**src/rtl/collision_lookup_arbiter_if.sv**
```systemverilog
// collision_lookup_arbiter_if: probe request/response bus plus collision ROM port
interface collision_lookup_arbiter_if #(
    parameter int N_REQ = 4
);
    logic [N_REQ-1:0]    req;
    logic [N_REQ*12-1:0] req_x;
    logic [N_REQ*12-1:0] req_y;
    logic [N_REQ-1:0]    gnt;
    logic [11:0]         rom_addr;
    logic [1:0]          rom_data;
    logic [N_REQ-1:0]    rsp_valid;
    logic [1:0]          rsp_tile;
    logic                rsp_oob;
    logic                busy;
    modport master (
        output req, req_x, req_y, rom_data,
        input  gnt, rom_addr, rsp_valid, rsp_tile, rsp_oob, busy
    );
    modport slave (
        input  req, req_x, req_y, rom_data,
        output gnt, rom_addr, rsp_valid, rsp_tile, rsp_oob, busy
    );
endinterface

```
**src/rtl/collision_lookup_arbiter.sv**
```systemverilog
// collision_lookup_arbiter: round-robin sharing of the collision map ROM, fixed 3-cycle lookup latency
module collision_lookup_arbiter #(
    parameter int         N_REQ     = 4,
    parameter int         TILE_SIZE = 12,
    parameter int         MAP_W     = 64,
    parameter int         MAP_H     = 48,
    parameter logic [1:0] OOB_TILE  = 2'b01
) (
    input logic clk,
    input logic rst,
    collision_lookup_arbiter_if.slave bus
);
    localparam int IW = $clog2(N_REQ);
    localparam logic [N_REQ-1:0] lsb = 1;
    logic [IW-1:0] ptr, win, id1, id2;
    logic          found, accept, v1, v2, oob0, oob1, oob2;
    logic [11:0]   x0, y0, tx0, ty0, addr0;
    // Scan from the highest offset down so the nearest requester after ptr wins.
    always_comb begin
        win = ptr;
        found = 1'b0;
        for (int k = N_REQ - 1; k >= 0; k--)
            if (bus.req[(int'(ptr) + k) % N_REQ]) begin
                win = IW'((int'(ptr) + k) % N_REQ);
                found = 1'b1;
            end
    end
    assign accept  = found && !rst;
    assign bus.gnt = accept ? lsb << win : '0;
    assign x0      = bus.req_x[12*win +: 12];
    assign y0      = bus.req_y[12*win +: 12];
    assign tx0     = x0 / 12'(TILE_SIZE);
    assign ty0     = y0 / 12'(TILE_SIZE);
    assign oob0    = (tx0 >= 12'(MAP_W)) || (ty0 >= 12'(MAP_H));
    assign addr0   = ty0 * 12'(MAP_W) + tx0;
    always_ff @(posedge clk) begin
        if (rst) begin
            ptr           <= '0;
            v1            <= 1'b0;
            v2            <= 1'b0;
            id1           <= '0;
            id2           <= '0;
            oob1          <= 1'b0;
            oob2          <= 1'b0;
            bus.rom_addr  <= '0;
            bus.rsp_valid <= '0;
            bus.rsp_tile  <= 2'b00;
            bus.rsp_oob   <= 1'b0;
        end else begin
            if (accept) begin
                ptr          <= (win == IW'(N_REQ - 1)) ? '0 : win + 1'b1;
                bus.rom_addr <= addr0;
                id1          <= win;
                oob1         <= oob0;
            end
            v1            <= accept;
            v2            <= v1;
            id2           <= id1;
            oob2          <= oob1;
            bus.rsp_valid <= v2 ? lsb << id2 : '0;
            if (v2) begin
                bus.rsp_tile <= oob2 ? OOB_TILE : bus.rom_data;
                bus.rsp_oob  <= oob2;
            end
        end
    end
    assign bus.busy = v1 | v2 | (|bus.rsp_valid);
endmodule

```
**src/flat_wrapper.sv**
```systemverilog
// flat-port wrapper written by rule: the top's interface ports become plain ports
module collision_lookup_arbiter_flat 
#(
    parameter int         N_REQ     = 4,
    parameter int         TILE_SIZE = 12,
    parameter int         MAP_W     = 64,
    parameter int         MAP_H     = 48,
    parameter logic [1:0] OOB_TILE  = 2'b01
)
  (clk, rst, bus_req, bus_req_x, bus_req_y, bus_rom_data, bus_gnt, bus_rom_addr, bus_rsp_valid, bus_rsp_tile, bus_rsp_oob, bus_busy);
  collision_lookup_arbiter_if #(.N_REQ(N_REQ)) bus_i ();
  input logic clk;
  input logic rst;
  input wire logic [$bits(bus_i.req)-1:0] bus_req;
  input wire logic [$bits(bus_i.req_x)-1:0] bus_req_x;
  input wire logic [$bits(bus_i.req_y)-1:0] bus_req_y;
  input wire logic [$bits(bus_i.rom_data)-1:0] bus_rom_data;
  output wire logic [$bits(bus_i.gnt)-1:0] bus_gnt;
  output wire logic [$bits(bus_i.rom_addr)-1:0] bus_rom_addr;
  output wire logic [$bits(bus_i.rsp_valid)-1:0] bus_rsp_valid;
  output wire logic [$bits(bus_i.rsp_tile)-1:0] bus_rsp_tile;
  output wire logic [$bits(bus_i.rsp_oob)-1:0] bus_rsp_oob;
  output wire logic [$bits(bus_i.busy)-1:0] bus_busy;
  assign bus_i.req = bus_req;
  assign bus_i.req_x = bus_req_x;
  assign bus_i.req_y = bus_req_y;
  assign bus_i.rom_data = bus_rom_data;
  assign bus_gnt = bus_i.gnt;
  assign bus_rom_addr = bus_i.rom_addr;
  assign bus_rsp_valid = bus_i.rsp_valid;
  assign bus_rsp_tile = bus_i.rsp_tile;
  assign bus_rsp_oob = bus_i.rsp_oob;
  assign bus_busy = bus_i.busy;
  collision_lookup_arbiter #(.N_REQ(N_REQ), .TILE_SIZE(TILE_SIZE), .MAP_W(MAP_W), .MAP_H(MAP_H), .OOB_TILE(OOB_TILE)) u_core (.clk(clk), .rst(rst), .bus(bus_i));
endmodule
```
**config.mk**
```make
export PLATFORM = sky130hd
export DESIGN_NAME = collision_lookup_arbiter_flat
export DESIGN_NICKNAME = d
export VERILOG_FILES = /design/src/rtl/collision_lookup_arbiter_if.sv /design/src/rtl/collision_lookup_arbiter.sv /design/src/flat_wrapper.sv
export SDC_FILE = /design/constraint.sdc
export NUM_CORES = 1
export LEC_CHECK = 0
export ABC_AREA = 0
export CORE_MARGIN = 2
export CORE_UTILIZATION = 46
export CTS_CLUSTER_SIZE = 25
export DETAILED_ROUTE_END_ITERATION = 10
export PLACE_DENSITY = 0.94
export SLEW_MARGIN = 30
export SYNTH_ARGS = -nofsm -noshare
export SYNTH_HDL_FRONTEND = slang
export SYNTH_SLANG_ARGS = --single-unit
```
**constraint.sdc**
```tcl
create_clock -name clk -period 8.05 [get_ports clk]
set_input_delay 1.61 -clock clk [delete_from_list [all_inputs] [get_ports clk]]
set_output_delay 1.61 -clock clk [all_outputs]
set_load 0.01 [all_outputs]
```
# Word-level counts from Yosys, hierarchy flattened
# Index checks and enable logic that the tools add are counted.
[classes]
addsub = 5
n_bitwise = 6
magnitude_cmp = 6
mul = 1
eq_ne = 1
shift = 4
n_mux = 22
reduce_logical = 8
div = 2
[op_table]
columns = ["op", "n"]
rows = [
  ["$shiftx 48x7->12", 2],
  ["$div 12x4->12 const B", 2],
  ["$add 12x12->12", 1],
  ["$ge 12x6->1 const B", 1],
  ["$ge 12x7->1 const B", 1],
  ["$lt 3x4->1 const B", 3],
  ["$mux 2", 6],
  ["$mux 1", 11],
  ["$bmux 1 s2", 4],
  ["$reduce_or 2->1", 4],
  ["$shl 1x2->4 const A", 2],
  ["$add 2x1->2 const B", 2],
  ["$add 2x2->2 const B", 2],
  ["$mul 2x2->4 const A", 1],
  ["$mux 4", 1],
  ["$reduce_or 4->1", 1],
  ["$and 1x1->1 const A", 3],
  ["$lt 2x3->1 const B", 1],
  ["$eq 2x2->1 const B", 1],
  ["$or 1x1->1", 2],
  ["$logic_and 1x1->1", 1],
  ["$logic_not 1->1", 1],
  ["$logic_or 1x1->1", 1],
  ["$not 1->1", 1],
]
[word_totals]
output_inout_bits = 24
wordCells = 66
mem_bits_rw = 0
inputBits = 104
mem_count = 0
reg_bits = 29
latchBits = 0
mem_bits_ro = 0

# Longest topological paths before layout
# Gate-level depths: netlist of run 1.
[logic_depth]
ltp_word = 15
ltp_mapped = 26
mapped_depth_nobuf = 20

# Worst setup path after synthesis of run 1
# OpenSTA, ideal clock, no wires.
[synth_path]
path_type = "input to register"
from = "input port bus_req[3]"
to = "register u_core.bus.rom_addr[10]"
arrival_time_ns = 6.002
path_stages = 22
required_time_ns = 7.920
path_buffers = 4
setup_ns = 0.130
slack_ns = 1.918
cell_sequence = "buf_2 nor2b_1 o21a_1 buf_6 or3_1 buf_6 a211oi_1 nor2_2 or4_1 a31oi_1 or2_4 nor2_2 buf_6 mux2i_1 a2111oi_1 nor4_1 ha_1 fa_1 a21oi_1 o22ai_1 a2111oi_0 nor3_1"
[synth_via]
elab_chain_cells = 11
word_cells_on_any_way = 26
cone_classes = "add/sub (1); mul (1); div (2); shift (2); mux (19); reduce/logical (1)"
[synth_lines]
columns = ["element", "line_no", "source"]
rows = [
  ["from (decl)", "flat_wrapper.sv:14", "input wire logic [$bits(bus_i.req)-1:0] bus_req;"],
  ["$bmux 1 s2", "collision_lookup_arbiter.sv:23", "if (bus.req[(int'(ptr) + k) % N_REQ]) begin"],
  ["$mux 1 (not written as such) (2 in a row)", "collision_lookup_arbiter.sv:23", ""],
  ["$mux 2 (4 in a row)", "collision_lookup_arbiter.sv:23", ""],
  ["$mul 2x2->4", "collision_lookup_arbiter.sv:30, collision_lookup_arbiter.sv:31", ""],
  ["$shiftx 48x7->12, on equally long branches", "collision_lookup_arbiter.sv:31, collision_lookup_arbiter.sv:30", ""],
  ["$div 12x4->12, on equally long branches", "collision_lookup_arbiter.sv:33, collision_lookup_arbiter.sv:32", ""],
  ["$add 12x12->12", "collision_lookup_arbiter.sv:35", "assign addr0 = ty0 * 12'(MAP_W) + tx0;"],
  ["to (signal assigned)", "collision_lookup_arbiter.sv:52", "bus.rom_addr <= addr0;"],
  ["to (decl)", "collision_lookup_arbiter_if.sv:21", "output gnt, rom_addr, rsp_valid, rsp_tile, rsp_oob, busy"],
]
# Several ways; a longest one is shown, not always the timed one. The select of a mux whose other input is x is not followed.
# A chain may end at the register's enable or synchronous reset.

# Final worst setup path of run 1
[layout_path]
from = "input port bus_req[0]"
to = "register u_core.bus.rom_addr[10]"
# Same word-level chain as after synthesis.

==> results.md, run 1 <==
* Status: finished clean
* Internal power at 0.863 mW
* Post-Layout Inst Area at 4720 um2
* Ports at 128
* Worst slack at placement at 645 ps
* Power density cells at 380 nW/um2
* DR iter-0 viols at 451
* Minimum clock period at 7290 ps
* Gr busiest metal: met2
* Syn_nets at 614
* Worst Tran Pin Value at 886 ps
* Most used DFF post-synth: dfxtp_1
* Post-synthesis compound-gate area fraction at 33.4%
* Clock Latency Late Sink at 290 ps
* Avg Cell Area, Syn at 6.84 um2
* TritonCTS Sinks at 29
* Final hold vios at 0
* Library cells used by synthesis at 68
* Placed cell areas at 4580 um2
* CP Max Fanout at 14
* Fmax at 137 MHz
* Post-route insts no fill at 695
* Largest net degree at the start of global routing at 23
* CP Cell Sequence: clkdlybuf4s50_1 > nor2b_1 > nor4_1 > nor2_2 > clkinv_1 > a211o_1 > and2_1 > o2111ai_1 > a31oi_1 > or2_4 > nor2_2 > mux2_2 > a311oi_1 > nor4_1 > ha_1 > fa_1 > a21oi_1 > o22ai_1 > a2111oi_0 > nor3_1
* DIE HEIGHT at 90.4 um
* Mapped Cells at 502
* Cts bufs inserted at 5
* Overflow after GRT at 0
* Clock root buffer: clkbuf_8
* CTS tree: yes
* Initial antenna violation count at 0
* Area grow syn2layout at 37.4%
* Vias in the first global route at 3987
* Die Area at 8170 um2
* Relative slew slack at 40.9%
* Cells after DPL at 687
* Core area at 7250 um2
* Die W at 90.4 um
* RePlAce Congestion at 0.955
* Ys async rst share at 0%
* Tcrit/Tclk final at 90.6%
* Maximum vdd drop at 207 uV
* Post_cts resized at 0
* Pwr Total at 1.79 mW
* Leakage at 1.79 nW
* Synth Area in Simple Gates at 35.5%
* First-pass GRT wire length at 18500 um
* CP Capture Type: flop
* H-tree levels at 2
* Flop pwr share at 11.5%
* XOR/XNOR Fraction of Synth Area at 1.02%
* Post-synthesis sequential area ratio at 16.9%
* Initial core utilization at 47.3%
* Final ANT Viol Nets at 0
* Worst endpoint data arrival time at 7450 ps
* Crit path launch type: input pin
* Cts hold-fix bufs at 0
* Switching Fraction at 51.8%
* Total GRT Usage at 26.6%
* Synth warn at 0
* Met3 Use GR at 3.09%
* Switch Pwr at 0.928 mW
* Crit Path Category: in -> reg
* Clock power frac at 10.2%
* RSZ-0062 raised after global routing: false
* Fin nets at 707
* Class of the worst hold path: reg -> reg
* Mapped Area at 3430 um2
* Clock Path Buffers at 2
* Drt drc at 0
* Vias per std cell at 6.29
* Vias at 4372
* Setup WS post-layout at 756 ps
* Drt wl/cell at 16.6 um
* # port buffers at 111
* WP data required at 8200 ps
* Max Clock Skew at 8.14 ps
* CP top delay family: compound AO/OA/AOI/OAI gates
* Slowest-stage cell, CP: clkdlybuf4s50_1
* FP Rows at 31
* M1 GR Usage at 32.3%
* Routed wire length at 11500 um
* Pins Over Slew Limit at 0
* Detailed Routing Iterations Pass 1 at 5
* Mux cell area share after synthesis at 4.27%
* Crit-path max cell delay at 550 ps
* CP bufs+invs at 2
* Fillers at 626
* Synth Area in Adders at 3.14%
* Post-CTS setup buffer count at 0
* Diode count at 0
* Share of post-route cells with drive strength above 1 at 8.05%
* GR Layer Usage met2 at 48.7%
* Post-synth EDFFs at 0
* Max-cap viol count at 0
* Largest family of logic cells by synthesized area: simple AND/OR/NAND/NOR gates
* Yosys reg bits at 29
* Reg clk slew, reported paths at 70 ps
* Final setup fails at 0
* Setup TNS at 0 ps
* Combinational power share at 78.4%
* Dpl hpwl at 8520 um
-- cells by family after synthesis --
kind of cell / after synthesis
compound gates: 162
xor+xnor: 4
fa+ha+maj: 8
buf+inv: 41
flops: 29
mux: 14
simple gates: 244
-- path summary, 6_finish.rpt --
path                            depth (start not counted)                              endpoint                  startpoint  slack [ps]
worst max-delay path                                   20  u_core.bus.rom_addr[10]$_SDFFE_PP0P_                  bus_req[0]         760
worst min-delay path                                    2    u_core.bus.rsp_valid[1]$_SDFF_PP0_    u_core.id2[0]$_SDFF_PP0_         460
worst max register to register                         19  u_core.bus.rom_addr[10]$_SDFFE_PP0P_  u_core.ptr[1]$_SDFFE_PP0P_        2220
worst min register to register                          2    u_core.bus.rsp_valid[1]$_SDFF_PP0_    u_core.id2[0]$_SDFF_PP0_         460
-- through the flow --
step	hold slack, ps	util, %
6_report	459	65.0
5_1_grt	490	65.0
4_1_cts	460	64.9
3_5_place_dp	446	63.1
3_3_place_gp	429	63.0
2_1_floorplan	422	-
-- power by group through the flow --
| stage | sequential [mW] | combinational (mW) | clock, mW |
|---|---|---|---|
| after floorplan | 0.214 | 1.03 | 0 |
| after detailed placement | 0.208 | 1.35 | 0 |
| after global placement | 0.206 | 1.29 | 0 |
| after CTS | 0.205 | 1.36 | 0.181 |
| after global routing | 0.209 | 1.53 | 0.188 |
| final | 0.205 | 1.40 | 0.182 |
-- final cells by class --
class	count	area [um2]	share of cell area [%]
Timing Repair Buffer	122	1190	25.3
Tap cell	99	124	2.63
Sequential cell	29	581	12.3
Inverter	5	18.8	0.398
Clock buffer	5	68.8	1.46
Multi-Input combinational cell	432	2670	56.5
Clock inverter	3	65.1	1.38
-- layer usage --
layer | up-vias | part of all wire [%]
met5 | - | 0
met2 | 219 | 51
met1 | 2023 | 40
li1 | 2091 | -
met4 | 0 | 2.6
met3 | 39 | 6.6
-- registers in the layout, indices dropped and copies added, names as in the netlist --
| name | flops |
|---|---|
| u_core.bus.rsp_valid | 4 |
| u_core.v2 | 1 |
| u_core.id2 | 2 |
| u_core.bus.rsp_tile | 2 |
| u_core.bus.rom_addr | 12 |
| u_core.id1 | 2 |
| u_core.oob1 | 1 |
| u_core.bus.rsp_oob | 1 |
| u_core.oob2 | 1 |
| u_core.v1 | 1 |
| u_core.ptr | 2 |
-- cells in the final DEF, fill, tap and decap left out, drive strengths merged, types with 4 or more instances in the layout --
| master | netlist | layout |
|---|---|---|
| clkdlybuf4s50 | 0 | 111 |
| a211oi | 19 | 19 |
| ha | 7 | 7 |
| nor2b | 9 | 9 |
| a21oi | 41 | 41 |
| and2 | 9 | 9 |
| nor4 | 8 | 8 |
| buf | 17 | 11 |
| mux2i | 9 | 9 |
| clkbuf | 19 | 5 |
| a221oi | 4 | 4 |
| o31ai | 5 | 5 |
| nor4b | 17 | 17 |
| a31oi | 8 | 8 |
| xnor2 | 4 | 4 |
| nand3 | 17 | 17 |
| a211o | 12 | 12 |
| a32o | 4 | 4 |
| mux2 | 5 | 5 |
| nor3 | 17 | 17 |
| o21ai | 20 | 20 |
| o22ai | 5 | 5 |
| nand2 | 83 | 83 |
| or2 | 9 | 9 |
| o211ai | 7 | 7 |
| nor2 | 52 | 52 |
| dfxtp | 29 | 29 |
| nand4 | 6 | 6 |
| a32oi | 4 | 4 |
-- Yosys cell counts (4+ instances only) --
cell | instances | area share, %
nand2_1 | 83 | 9.1
nor2_1 | 49 | 5.4
a21oi_1 | 41 | 6.0
dfxtp_1 | 29 | 17
clkbuf_1 | 19 | 2.1
o21ai_0 | 18 | 2.6
nor3_1 | 17 | 2.5
nor4b_1 | 17 | 4.3
nand3_1 | 16 | 2.3
a211oi_1 | 15 | 3.3
a211o_1 | 12 | 3.1
and2_1 | 9 | 1.6
mux2i_1 | 9 | 2.6
nor2b_1 | 9 | 1.6
a31oi_1 | 8 | 1.5
buf_2 | 8 | 1.2
nor4_1 | 8 | 1.5
or2_2 | 8 | 1.5
ha_1 | 7 | 2.6
o211ai_1 | 7 | 1.5
nand4_1 | 6 | 1.1
mux2_2 | 5 | 1.6
o22ai_1 | 5 | 0.91
o31ai_1 | 5 | 1.1
a211oi_2 | 4 | 1.5
a32o_1 | 4 | 1.2
a32oi_1 | 4 | 1.0
buf_1 | 4 | 0.44
buf_6 | 4 | 1.3
xnor2_1 | 4 | 1.0
-- worst register-to-register path: cells and delay by family, from the launching register on --
family | cells | cell delay (ps)
flip-flops | 1 | 370
buffers and inverters | 1 | 450
multiplexers | 1 | 410
AND/OR/NAND/NOR | 8 | 1880
adder cells (fa/ha/maj) | 2 | 660
AO/OA/AOI/OAI | 7 | 1900
Note: power is estimated with default switching activity, not from simulation.
==> inputs of run 2 (changes only) <==
--- a/config.mk
+++ b/config.mk
@@ -6,11 +6,13 @@
 export NUM_CORES = 1
 export LEC_CHECK = 0
 export ABC_AREA = 0
+export CELL_PAD_IN_SITES_DETAIL_PLACEMENT = 1
+export CELL_PAD_IN_SITES_GLOBAL_PLACEMENT = 1
 export CORE_MARGIN = 2
-export CORE_UTILIZATION = 46
+export CORE_UTILIZATION = 31
 export CTS_CLUSTER_SIZE = 25
 export DETAILED_ROUTE_END_ITERATION = 10
-export PLACE_DENSITY = 0.94
+export PLACE_DENSITY = 0.93
 export SLEW_MARGIN = 30
 export SYNTH_ARGS = -nofsm -noshare
 export SYNTH_HDL_FRONTEND = slang
==> run 2 against run 1 <==
Compared with the run above: worst setup slack worse by 57 ps; combinational power about the same; clock skew down 4.6 ps; via count down 2.1%; highest routed layer unchanged; sequential share of layout area about the same; cell count up 6.2%; global-route usage down 5.2 points; largest power group unchanged; worst hold slack better by 2.3 ps; non-clock buffer count up 2; first-iteration DRC count down 60%; die area up 46%; register-to-register slack about the same.
==> results.md, run 2 (synthesized netlist as in run 1, its figures left out) <==
* Vias in the first global route at 4274 (+7.2%)
* Clock power frac at 6.6% (-3.6 points)
* CP Capture Type: flop
* Cell mode on critical path: a21oi_1
* DR iter-0 viols at 181 (-60%)
* Largest regs: u_core.bus.rom_addr (12), u_core.bus.rsp_valid (4)
* Area grow syn2layout at 38.0%
* Post-Layout Inst Area at 4730 um2 (+0.37%)
* Pwr Total at 1.75 mW (-2.2%)
* CP Max Fanout at 16 (+2)
* Largest net degree at the start of global routing at 29 (+26%)
* TritonCTS Sinks at 29 (unchanged)
* Drt wl/cell at 17.6 um (+6.2%)
* Routed wire length at 13000 um (+13%)
* Post-CTS setup buffer count at 0 (unchanged)
* Initial antenna violation count at 0 (unchanged)
* Max-cap viol count at 0 (unchanged)
* Fmax at 136 MHz (-0.77%)
* First-pass GRT wire length at 20700 um (+12%)
* Flop pwr share at 11.7% (+0.2 points)
* Crit Path Category: in -> reg
* RSZ-0062 raised after global routing: false
* Clock Latency Late Sink at 280 ps (about the same)
* CTS tree: yes
* Vias at 4280 (-2.1%)
* # port buffers at 111 (unchanged)
* Worst Hold Launch: u_core.id2[1]$_SDFF_PP0_
* Slowest-stage cell, CP: clkdlybuf4s50_1
* Worst Tran Pin Value at 857 ps (-28.8 ps)
* Final ANT Viol Nets at 0 (unchanged)
* Reg-to-Reg Start: u_core.ptr[0]$_SDFFE_PP0P_
* Cells after DPL at 730 (+6.3%)
* Final hold vios at 0 (unchanged)
* Internal power at 0.812 mW (-5.9%)
* Fin nets at 709 (+0.28%)
* Final setup fails at 0 (unchanged)
* Clock Path Buffers at 2 (unchanged)
* RePlAce Congestion at 0.871 (-8.8%)
* Cts bufs inserted at 5 (unchanged)
* Pins Over Slew Limit at 0 (unchanged)
* Max FFs per register at 12 (unchanged)
* Post_cts resized at 0 (unchanged)
* Vias per std cell at 5.80 (-7.8%)
* Largest register by flop count: u_core.bus.rom_addr
* Cts hold-fix bufs at 0 (unchanged)
* Maximum vdd drop at 121 uV (-42%)
* Crit-path max cell delay at 660 ps (+110 ps)
* Commonest cells after routing, fill and taps aside: clkdlybuf4s50_1, nand2_1, nor2_1, a21oi_1, dfxtp_1
* Max Clock Skew at 3.51 ps (-4.63 ps)
* Relative slew slack at 42.9% (+1.9 points)
* Die Area at 11900 um2 (+46%)
* Post-route insts no fill at 738 (+6.2%)
* Setup WS post-layout at 700 ps (-56.5 ps)
* Diode count at 0 (unchanged)
* Leakage at 1.78 nW (-0.73%)
* Tcrit/Tclk final at 91.3% (+0.70 points)
* Crit path launch type: input pin
* Worst endpoint data arrival time at 7490 ps (+40 ps)
* Placed cell areas at 4650 um2 (+1.6%)
* Dpl hpwl at 10100 um (+18%)
* Total GRT Usage at 21.4% (-5.2 points)
* Share of post-route cells with drive strength above 1 at 8.03% (-0.027 points)
* Die W at 109 um (+21%)
* WP data required at 8190 ps (about the same)
* Combinational power share at 81.7% (+3.3 points)
* Core area at 10800 um2 (+49%)
* Commonest non-fill, non-tap cell in the layout: clkdlybuf4s50_1
* Switching Fraction at 53.6% (+1.8 points)
* Setup TNS at 0 ps (unchanged)
* Clock root buffer: clkbuf_8
* Power density cells at 370 nW/um2 (-2.6%)
* Drt drc at 0 (unchanged)
* Ports at 128 (unchanged)
* Initial core utilization at 31.7% (-16 points)
* Switch Pwr at 0.939 mW (+1.2%)
* CP Cell Sequence: clkdlybuf4s50_1 > nor2b_1 > o21a_1 > or3_1 > a211oi_1 > nor2_2 > or4_1 > a31oi_1 > nor2_1 > nand2_1 > a21oi_1 > a2111oi_1 > nor4_1 > ha_1 > fa_1 > a21oi_1 > o22ai_1 > a2111oi_0 > nor3_1
* Minimum clock period at 7350 ps (+56.5 ps)
* Worst slack at placement at 525 ps (-119 ps)
* FP Rows at 38 (+23%)
* Class of the worst hold path: reg -> reg
* DIE HEIGHT at 109 um (+21%)
* Overflow after GRT at 0 (unchanged)
* Reg clk slew, reported paths at 60 ps (about the same)
* Worst Setup SP: bus_req[3]
* Status: finished clean
* Detailed Routing Iterations Pass 1 at 4 (-1)
* H-tree levels at 2 (unchanged)
run 2: cell types whose count changed in the layout (fill, tap and decap cells not counted), sizes merged:
cell    delta
buf        +2
bufinv     -2
clkbuf     +1
clkinv     +1
run 2: path summary, 6_finish.rpt:
kind	to	depth (start not counted)	slack (ps)
setup / recovery	u_core.bus.rom_addr[10]$_SDFFE_PP0P_	19	700
hold / removal	u_core.bus.rsp_valid[1]$_SDFF_PP0_	1	460
setup reg to reg	u_core.bus.rom_addr[10]$_SDFFE_PP0P_	18	2220
hold reg to reg	u_core.bus.rsp_valid[1]$_SDFF_PP0_	1	460
run 2: power by group through the flow:
stage | logic, mW | clock network (mW) | registers, mW
final | 1.43 | 0.115 | 0.206
after global routing | 1.58 | 0.123 | 0.209
after CTS | 1.42 | 0.115 | 0.205
after detailed placement | 1.40 | 0 | 0.208
after global placement | 1.34 | 0 | 0.206
after floorplan | 1.03 | 0 | 0.214
run 2: per-stage QoR:
stage,hold WS (ps),util (%)
3_5_place_dp,454,42.9
6_report,461,43.7
3_3_place_gp,438,42.8
5_1_grt,483,43.7
4_1_cts,462,43.7
2_1_floorplan,422,-
run 2: critical path, delay by kind of cell:
family	cells	cell delay (ps)
buffers and inverters	1	660
AND/OR/NAND/NOR	8	2050
AO/OA/AOI/OAI	8	2490
adder cells (fa/ha/maj)	2	660
run 2: cell type report:
type / count / area [um2]
sequential: 29 / 581
timing repair buffer: 124 / 1210
clock buffer: 6 / 72.6
multi-input combinational: 432 / 2670
inverter: 5 / 18.8
tap: 140 / 175
clock inverter: 2 / 10.0
fill: 1375 / 6110
run 2: metal layers:
metal	up-vias	routed length, um	share of wire, %	track usage, %
li1	2090	-	-	-
met3	25	341	2.6	1.79
met5	-	0	0	0
met2	101	6840	53	40.7
met1	2064	5480	42	24.9
met4	0	313	2.4	6.87
